<file path="config.mk">
export PLATFORM = sky130hd
export DESIGN_NAME = activity_reporter
export DESIGN_NICKNAME = d
export VERILOG_FILES = /design/src/rtl/activity_pkg.sv /design/src/rtl/activity_chan.sv /design/src/rtl/activity_reporter.sv
export SDC_FILE = /design/constraint.sdc
export NUM_CORES = 1
export LEC_CHECK = 0
export ABC_CLOCK_PERIOD_IN_PS = 3100
export CAP_MARGIN = 20
export CORE_UTILIZATION = 43
export CTS_CLUSTER_DIAMETER = 100
export DETAILED_ROUTE_END_ITERATION = 10
export GPL_TIMING_DRIVEN = 1
export PLACE_DENSITY = 0.67
export SLEW_MARGIN = 20
export SYNTH_ARGS = -nofsm -noshare
export SYNTH_HDL_FRONTEND = slang
export SYNTH_HIERARCHICAL = 1
export SYNTH_SLANG_ARGS = --single-unit
</file>
<file path="constraint.sdc">
create_clock -name clk -period 3.1 [get_ports clk]
set_input_delay 0.62 -clock clk [delete_from_list [all_inputs] [get_ports clk]]
set_output_delay 0.62 -clock clk [all_outputs]
set_load 0.01 [all_outputs]
</file>
<file path="src/rtl/activity_pkg.sv">
// Shared types and helpers for the activity reporter: channel state encoding,
// counter widths and saturating increments.
package activity_pkg;

    typedef enum logic [1:0] {
        ST_IDLE   = 2'd0,
        ST_ACTIVE = 2'd1,
        ST_LOST   = 2'd2
    } chan_state_e;

    localparam int RISE_W = 16;
    localparam int SECS_W = 32;

    // Increment that sticks at all-ones instead of wrapping to zero.
    function automatic logic [RISE_W-1:0] sat_inc_rise(input logic [RISE_W-1:0] v);
        return (&v) ? v : v + RISE_W'(1);
    endfunction

    function automatic logic [SECS_W-1:0] sat_inc_secs(input logic [SECS_W-1:0] v);
        return (&v) ? v : v + SECS_W'(1);
    endfunction

endpackage

</file>
<file path="src/rtl/activity_chan.sv">
// One monitored channel: edge detection on 'active', idle/active/lost FSM,
// activation and active-seconds counters, and the registered LED drive.
module activity_chan
    import activity_pkg::*;
(
    input  logic              clk,
    input  logic              resetn,
    input  logic              active,
    input  logic              clear,
    input  logic              sec_tick,
    input  logic              blink_phase,
    output logic              led,
    output logic              lost,
    output logic              lose_event,
    output logic [RISE_W-1:0] rise_count,
    output logic [SECS_W-1:0] active_secs
);

    chan_state_e       state_q, state_d;
    logic              active_q;
    logic              rise;
    logic              led_q, led_d;
    logic [RISE_W-1:0] rise_count_q, rise_count_d;
    logic [SECS_W-1:0] active_secs_q, active_secs_d;

    // Next state, counter updates and LED value; clear overrides any same-cycle increment.
    always_comb begin
        rise          = active & ~active_q;
        state_d       = state_q;
        led_d         = 1'b0;
        rise_count_d  = rise_count_q;
        active_secs_d = active_secs_q;

        case (state_q)
            ST_IDLE:   if (active) state_d = ST_ACTIVE;
            ST_ACTIVE: if (!active) state_d = ST_LOST;
            ST_LOST: begin
                if (active)     state_d = ST_ACTIVE;
                else if (clear) state_d = ST_IDLE;
            end
            default:   state_d = ST_IDLE;
        endcase

        case (state_q)
            ST_ACTIVE: led_d = blink_phase;
            ST_LOST:   led_d = 1'b1;
            default:   led_d = 1'b0;
        endcase

        if (clear) begin
            rise_count_d  = '0;
            active_secs_d = '0;
        end else begin
            if (rise)
                rise_count_d = sat_inc_rise(rise_count_q);
            if (sec_tick && active)
                active_secs_d = sat_inc_secs(active_secs_q);
        end
    end

    // Channel state and counters; async reset returns everything to idle/zero.
    always_ff @(posedge clk or negedge resetn) begin
        if (!resetn) begin
            state_q       <= ST_IDLE;
            active_q      <= 1'b0;
            led_q         <= 1'b0;
            rise_count_q  <= '0;
            active_secs_q <= '0;
        end else begin
            state_q       <= state_d;
            active_q      <= active;
            led_q         <= led_d;
            rise_count_q  <= rise_count_d;
            active_secs_q <= active_secs_d;
        end
    end

    assign lose_event  = (state_q == ST_ACTIVE) && !active;
    assign lost        = (state_q == ST_LOST);
    assign led         = led_q;
    assign rise_count  = rise_count_q;
    assign active_secs = active_secs_q;

endmodule

</file>
<file path="src/rtl/activity_reporter.sv">
// Top level: shared one-second prescaler and LED blink divider, one
// activity_chan per monitored stream, and a single merged loss interrupt.
module activity_reporter
    import activity_pkg::*;
#(
    parameter int CHANNELS = 4,
    parameter int FREQ_HZ  = 332265625,
    parameter int BLINK_HZ = 4
) (
    input  logic                       clk,
    input  logic                       resetn,
    input  logic [CHANNELS-1:0]        active,
    input  logic                       clear,
    output logic [CHANNELS-1:0]        led,
    output logic [CHANNELS-1:0]        lost,
    output logic [CHANNELS*RISE_W-1:0] rise_count,
    output logic [CHANNELS*SECS_W-1:0] active_secs,
    output logic                       irq
);

    localparam int SEC_CW     = (FREQ_HZ > 1) ? $clog2(FREQ_HZ) : 1;
    localparam int BLINK_HALF = (FREQ_HZ / (2 * BLINK_HZ) > 0) ? FREQ_HZ / (2 * BLINK_HZ) : 1;
    localparam int BLINK_CW   = (BLINK_HALF > 1) ? $clog2(BLINK_HALF) : 1;

    logic [SEC_CW-1:0]   sec_cnt_q, sec_cnt_d;
    logic [BLINK_CW-1:0] blink_cnt_q, blink_cnt_d;
    logic                blink_phase_q, blink_phase_d;
    logic                sec_tick;
    logic                blink_wrap;
    logic                irq_q, irq_d;
    logic [CHANNELS-1:0] lose_vec;

    // Divider wrap detection and next counts; irq merges every channel's loss into one pulse.
    always_comb begin
        sec_tick      = (sec_cnt_q == SEC_CW'(FREQ_HZ - 1));
        blink_wrap    = (blink_cnt_q == BLINK_CW'(BLINK_HALF - 1));
        sec_cnt_d     = sec_tick ? '0 : sec_cnt_q + SEC_CW'(1);
        blink_cnt_d   = blink_wrap ? '0 : blink_cnt_q + BLINK_CW'(1);
        blink_phase_d = blink_wrap ? ~blink_phase_q : blink_phase_q;
        irq_d         = |lose_vec;
    end

    // Shared dividers and the registered interrupt pulse.
    always_ff @(posedge clk or negedge resetn) begin
        if (!resetn) begin
            sec_cnt_q     <= '0;
            blink_cnt_q   <= '0;
            blink_phase_q <= 1'b0;
            irq_q         <= 1'b0;
        end else begin
            sec_cnt_q     <= sec_cnt_d;
            blink_cnt_q   <= blink_cnt_d;
            blink_phase_q <= blink_phase_d;
            irq_q         <= irq_d;
        end
    end

    assign irq = irq_q;

    genvar gi;
    generate
        for (gi = 0; gi < CHANNELS; gi++) begin : g_chan
            activity_chan u_chan (
                .clk         (clk),
                .resetn      (resetn),
                .active      (active[gi]),
                .clear       (clear),
                .sec_tick    (sec_tick),
                .blink_phase (blink_phase_q),
                .led         (led[gi]),
                .lost        (lost[gi]),
                .lose_event  (lose_vec[gi]),
                .rise_count  (rise_count[gi*RISE_W +: RISE_W]),
                .active_secs (active_secs[gi*SECS_W +: SECS_W])
            );
        end
    endgenerate

endmodule
</file>
==> metrics.md, run 1 <==
| Metric | Value |
|---|---|
| Syn Area/Cell | `9.52 µm²` |
| Clock-pin transition on the worst setup and hold timing paths | `0.06 ns` |
| DR vias/cell | `5.59` |
| Starting Density | `44.0%` |
| Asr flop ratio synth | `100%` |
| IO Pins | `208` |
| Crit path from | `sec_cnt_q[0]$_DFF_PN0_` |
| Final period utilization | `93.9%` |
| Synth Warn # | `6` |
| Drt wl/cell | `16.6 µm` |
| Crit-path max FO | `6` |
| Critical Path End Type | `flip-flop` |
| Hold Violations, Final | `0` |
| Final Skew | `0.0194 ns` |
| Die Ht | `185 µm` |
| Sum Neg Setup Slack | `0 ns` |
| Initial antenna violation count | `1` |
| Post-synth top area share | `46.0%` |
| Die footprint | `0.0343 mm²` |
| Slew @ Worst Pin | `0.705 ns` |
| Setup-failing EPs final | `0` |
| Clock buffer count from CTS | `31` |
| Number of clock sinks | `265` |
| Final Routed Wirelength | `36800 µm` |
| Most frequent cell after synthesis | `dfrtp_1` |
| Total Nets Final | `1794` |
| Chip width | `185 µm` |
| Dpl hpwl | `25800 µm` |
| Seq/Total Area, Yosys | `46.0%` |
| Slew Limit Fails | `0` |
| Slew Limit Headroom | `52.6%` |
| Reg2Reg Launch Point | `sec_cnt_q[0]$_DFF_PN0_` |
| Row cnt | `66` |
| Design area | `0.0183 mm²` |
| CTS tree | `yes` |
| Total congestion overflow | `0` |
| Placed cell areas | `0.0172 mm²` |
| Final min period | `2.91 ns` |
| Worst-Skew Late Latency | `0.56 ns` |
| Final-layout fill cell count | `2934` |
| Fmax | `344 MHz` |
| Design Power | `0.00793 W` |
| Max Cap Violations | `0` |
| Min-delay worst type | `reg -> reg` |
| Area Overhead vs Synth | `26.8%` |
| Standby leakage power | `7.39 nW` |
| CP cell instances | `inv_1 -> ha_1 -> nor4b_4 -> nand2_1 -> nor4_4 -> buf_6 -> and2_2 -> nand3_1 -> or3_4 -> or4_1 -> a21oi_1` |
| GRT Util Overall | `21.5%` |
| Crit path required time | `3.58 ns` |
| Top cells by area, synth | `dfrtp_1 (46%), xnor2_1 (5.7%), nor2_1 (5.3%), a21oi_1 (3.6%), nand4_1 (3.5%)` |
| Cell taking the most area after synthesis | `dfrtp_1` |
| Drt initial violations | `878` |
| Vias in the first global route | `12000` |
| Critical Path AT | `3.39 ns` |
| Unrepaired setup endpoints after global routing | `false` |
| PD cells | `434 mW/mm²` |
| H-tree depth | `1` |
| IO buf count | `207` |
| Post-synthesis cell count | `1515` |
| Hold Path Origin | `blink_cnt_q[0]$_DFF_PN0_` |
| Kind of critical path | `reg -> reg` |
| CP max-delay cell | `or4_1` |
| Core ar. | `0.0328 mm²` |
| Via count | `12400` |
| Crit start category | `flip-flop` |
| Status | `finished, final reports clean` |
| Largest net degree at the start of global routing | `70` |
| Share of cells above drive strength 1 | `10.7%` |
| DRC viols | `0` |
| Root buffer cell | `clkbuf_16` |
| Syn_nets | `1554` |
| Drt pass-1 iters | `7` |
| Largest stage delay on the critical path | `0.52 ns` |
| First-pass GRT wire length | `60800 µm` |
| Detail Route Antenna Nets | `0` |
| Final Core Density | `55.8%` |
| Number of synthesized flops with an enable pin | `0` |
| Syn Std Cell Area | `0.0144 mm²` |
| Commonest cells in the netlist | `dfrtp_1 (265), nor2_1 (205), a21oi_1 (105), nand2_1 (95), xnor2_1 (94)` |
| Global placement routability congestion | `0.870` |
| #FFs+latches synth | `265` |
| Peak supply drop | `0.444 mV` |
| Clock tree buffer depth | `3` |
| # diodes | `0` |
| Top_reg_cell synth | `dfrtp_1` |
| Synth cell types | `68` |
-- final timing paths --
kind / end / slack, ns / cells past startpoint
setup / recovery: g_chan[0].u_chan/active_secs[30]$_DFFE_PN0P_ / 0.19 / 11
hold / removal: blink_cnt_q[0]$_DFF_PN0_ / 0.48 / 1
setup reg to reg: g_chan[0].u_chan/active_secs[30]$_DFFE_PN0P_ / 0.19 / 11
hold reg to reg: blink_cnt_q[0]$_DFF_PN0_ / 0.48 / 1
max in group asynchronous: g_chan[3].u_chan/active_secs[24]$_DFFE_PN0P_ / 1.68 / 3
min in group asynchronous: g_chan[2].u_chan/active_secs[24]$_DFFE_PN0P_ / 0.57 / 2
-- cell usage in the layout, fill, tap and decap left out, types with 35 or more instances in the layout --
master / n
a21oi_1: 105
xnor2_1: 94
nor3_1: 35
clkdlybuf4s50_1: 205
buf_4: 45
nand2_1: 95
nor2_1: 205
dfrtp_1: 265
nand3_1: 76
o21ai_0: 60
xor2_1: 46
nand4_1: 81
or3_1: 44
-- critical path, delay by kind of cell, from the launching register on --
family / cells / cell delay, ns
flops: 1 / 0.41
simple gates: 7 / 1.86
compound gates: 1 / 0.16
buf+inv: 2 / 0.26
fa+ha+maj: 1 / 0.14
-- report_power, final --
| part | internal (W) | switching, W | total (W) | leakage, nW |
|---|---|---|---|---|
| Combinational | 0.000323 | 0.000395 | 0.000718 | 3.24 |
| Clock | 0.00215 | 0.00143 | 0.00358 | 0.505 |
| Sequential | 0.00354 | 0.0000833 | 0.00363 | 3.65 |
| Total | 0.00602 | 0.00191 | 0.00793 | 7.39 |
-- through the flow --
step                setup WS [ns]  instances  hold slack, ns
finish                      0.191       2219           0.476
global route               0.0182       2219           0.490
CTS                       0.00945       2218           0.477
detailed placement         0.0722       2162           0.463
global placement            0.120       2162           0.459
floorplan                  0.0830       1515           0.324
-- cells by family (layout without fill, tap and decap cells) --
family	Yosys count	count (layout)	share of synthesized area (%)
simple gates	747	747	29.0
flops	265	265	46.0
compound gates	230	230	9.46
xor+xnor	140	140	8.50
buf+inv	76	338	2.36
fa+ha+maj	32	32	2.78
mux	25	25	1.97
-- layer usage --
metal,track usage [%],part of all wire (%)
met5,0,0
met2,35.8,47
met3,3.62,5.5
met1,29.1,46
met4,4.89,1.6
-- timing repair --
item | in CTS | in global routing
hold buffers | 1 | 0
endpoints found under the hold margin | 48 | 0
setup endpoints to repair | 0 | 41
resized for setup | 0 | 7
setup buffers | 0 | 1
-- state kept, by name, indices dropped and copies added, names as in the netlist --
register and count:
irq 1, g_chan.u_chan/state_q 8, sec_cnt_q 29, g_chan.u_chan/active_secs 128, g_chan.u_chan/led 4, g_chan.u_chan/active_q 4
blink_phase_q 1, g_chan.u_chan/rise_count 64, blink_cnt_q 26
-- final cells by class --
| cell class | count | area [µm²] | share of cell area [%] |
|---|---|---|---|
| multi-input combinational | 1174 | 7490 | 41.0 |
| clock inverter | 13 | 121 | 0.664 |
| clock buffer | 42 | 887 | 4.85 |
| tap | 442 | 553 | 3.03 |
| inverter | 26 | 97.6 | 0.534 |
| timing repair buffer | 257 | 2500 | 13.7 |
| sequential | 265 | 6630 | 36.3 |
(Power assumes the default switching activity.)
==> run 2, diff against run 1 <==
- CORE_MARGIN: default -> 3
==> run 2 against run 1 <==
Effect of this change:
- critical path depth down 2
- sequential cell count unchanged
- non-clock buffer count down 2
==> metrics.md, run 2 (same netlist as run 1, synthesis figures left out) <==
| Metric | Value |
|---|---|
| Most frequent cells in the layout | `dfrtp_1 (265), nor2_1 (205), clkdlybuf4s50_1 (205), a21oi_1 (105), nand2_1 (95)` |
| Slew Limit Headroom | `46.7% (-5.9 points)` |
| Final Core Density | `56.0% (+0.20 points)` |
| # diodes | `0 (unchanged)` |
| Detail Route Antenna Nets | `0 (unchanged)` |
| IO Pins | `208 (unchanged)` |
| Clock-pin transition on the worst setup and hold timing paths | `0.06 ns (about the same)` |
| Hold Violations, Final | `0 (unchanged)` |
| Crit start category | `flip-flop` |
| Clock tree buffer depth | `3 (unchanged)` |
| Reg2Reg Launch Point | `sec_cnt_q[9]$_DFF_PN0_` |
| Setup-failing EPs final | `0 (unchanged)` |
| H-tree depth | `1 (unchanged)` |
| CP max-delay cell | `or4_1` |
| Placed Cells | `2159 (-0.14%)` |
| Multi-input logic area | `0.00748 mm² (-0.12%)` |
| PD cells | `449 mW/mm² (+3.4%)` |
| First-pass GRT wire length | `61900 µm (+1.8%)` |
| Root buffer cell | `clkbuf_16` |
| Peak supply drop | `0.403 mV (-9.2%)` |
| Share of cells above drive strength 1 | `10.7% (-0.095 points)` |
| Total Nets Final | `1791 (-0.17%)` |
| Drt initial violations | `871 (-0.80%)` |
| CP cell instances | `nor4b_2 -> nand4_1 -> nor4_4 -> buf_4 -> and2_2 -> nand3_1 -> or3_1 -> or4_1 -> a21oi_1` |
| Hold Path Origin | `clear` |
| Fin cells | `2216 (-0.14%)` |
| Drt pass-1 iters | `5 (-2)` |
| Final period utilization | `95.2% (+1.3 points)` |
| Crit-path max FO | `9 (+3)` |
| Final-layout fill cell count | `2890 (-1.5%)` |
| Largest stage delay on the critical path | `0.54 ns (+0.02 ns)` |
| Total congestion overflow | `0 (unchanged)` |
| Vias in the first global route | `12000 (+0.36%)` |
| Core ar. | `0.0328 mm² (unchanged)` |
| Final Skew | `0.0222 ns (+0.00279 ns)` |
| Crit path required time | `3.58 ns (about the same)` |
| Design area | `0.0183 mm² (+0.36%)` |
| Die footprint | `0.0358 mm² (+4.4%)` |
| Status | `finished, final reports clean` |
| Int Power | `0.00628 W (+4.4%)` |
| Placed cell areas | `0.0172 mm² (-0.13%)` |
| Starting Density | `44.0% (unchanged)` |
| Clock buffer count from CTS | `30 (-3.2%)` |
| Standby leakage power | `7.39 nW (about the same)` |
| Number of clock sinks | `265 (unchanged)` |
| Seq pwr share | `44.1% (-1.6 points)` |
| Sum Neg Setup Slack | `0 ns (unchanged)` |
| Final min period | `2.95 ns (+0.0414 ns)` |
| CTS tree | `yes` |
| Max reg flops | `128 (unchanged)` |
| Area Overhead vs Synth | `27.2%` |
| Kind of critical path | `reg -> reg` |
| Worst-Skew Late Latency | `0.57 ns (about the same)` |
| Critical Path AT | `3.43 ns (+0.04 ns)` |
| Fmax | `339 MHz (-1.4%)` |
| DRC viols | `0 (unchanged)` |
| Global placement routability congestion | `0.859 (-1.2%)` |
| Critical Path End Type | `flip-flop` |
| Via count | `12400 (-0.46%)` |
| Drt wl/cell | `16.6 µm (+0.22%)` |
| NetSw | `0.00195 W (+1.9%)` |
| Chip width | `189 µm (+2.2%)` |
| Comb power frac | `8.8% (-0.3 points)` |
| Dpl hpwl | `25900 µm (+0.14%)` |
| IO buf count | `207 (unchanged)` |
| Final hold slack | `0.336 ns (-0.140 ns)` |
| Die Ht | `189 µm (+2.2%)` |
| Max Cap Violations | `0 (unchanged)` |
| Clock share of power | `47.2% (+2.0 points)` |
| Slew Limit Fails | `0 (unchanged)` |
| Crit path from | `sec_cnt_q[9]$_DFF_PN0_` |
| Slew @ Worst Pin | `0.792 ns (+0.0874 ns)` |
| Min-delay worst type | `in -> reg` |
| GRT Util Overall | `20.3% (-1.1 points)` |
| Largest net degree at the start of global routing | `93 (+33%)` |
| Row cnt | `66 (unchanged)` |
| Most common cell after layout, fill and taps aside | `dfrtp_1` |
| Seq. cell area | `0.00663 mm² (unchanged)` |
| Final Routed Wirelength | `36800 µm (about the same)` |
| Initial antenna violation count | `0 (-1)` |
| DR vias/cell | `5.57 (-0.32%)` |
| Sw frac | `23.7% (-0.44 points)` |
[run 2: area by class of cell]
cell class | instances | area share (%)
Tap cell | 442 | 3.01
Sequential cell | 265 | 36.1
Timing Repair Buffer | 255 | 13.5
Clock inverter | 15 | 1.38
Clock buffer | 39 | 4.60
Inverter | 26 | 0.532
Multi-Input combinational cell | 1174 | 40.8
[run 2: per-stage QoR]
| stage | total power, W | worst slack (ns) |
|---|---|---|
| detailed placement | 0.00442 | 0.118 |
| global placement | 0.00439 | 0.164 |
| CTS | 0.00835 | 0.0877 |
| finish | 0.00823 | 0.149 |
| global route | 0.00857 | -0.00647 |
| floorplan | 0.00408 | 0.0830 |
[run 2: path summary, 6_finish.rpt]
kind | endpoint | cells past startpoint | slack [ns]
worst min-delay path | g_chan[0].u_chan/active_secs[2]$_DFFE_PN0P_ | 2 | 0.34
worst max register to register | g_chan[3].u_chan/active_secs[30]$_DFFE_PN0P_ | 9 | 0.15
max in group asynchronous | g_chan[2].u_chan/active_secs[22]$_DFFE_PN0P_ | 3 | 1.62
min in group asynchronous | g_chan[0].u_chan/active_secs[29]$_DFFE_PN0P_ | 2 | 0.57
worst max-delay path | g_chan[3].u_chan/active_secs[30]$_DFFE_PN0P_ | 9 | 0.15
worst min register to register | sec_cnt_q[28]$_DFF_PN0_ | 1 | 0.48
[run 2: per-layer routing]
| metal | share of wire (%) | global-route usage (%) |
|---|---|---|
| met5 | 0 | 0 |
| met4 | 1.9 | 4.90 |
| met3 | 6.4 | 3.63 |
| met2 | 46 | 33.3 |
| met1 | 45 | 28.3 |
[run 2: timing repair]
item | CTS | global route
gates resized for setup | 0 | 5
setup endpoints to repair | 0 | 28
hold buffers | 1 | 0
endpoints found under the hold margin | 44 | 0
buffers inserted | 0 | 2
[run 2: power groups by stage]
stage / Sequential (W) / Clock, W / Combinational (W)
after global placement: 0.00369 / 0 / 0.000701
final: 0.00363 / 0.00388 / 0.000721
after floorplan: 0.00368 / 0 / 0.000402
after detailed placement: 0.00369 / 0 / 0.000730
after CTS: 0.00363 / 0.00398 / 0.000738
after global routing: 0.00363 / 0.00412 / 0.000824
[run 2: worst max-delay path: cells and delay by family (launching register included)]
| kind | cells | cell delay, ns |
|---|---|---|
| flops | 1 | 0.47 |
| simple gates | 7 | 2.10 |
| compound gates | 1 | 0.15 |
| buf+inv | 1 | 0.16 |
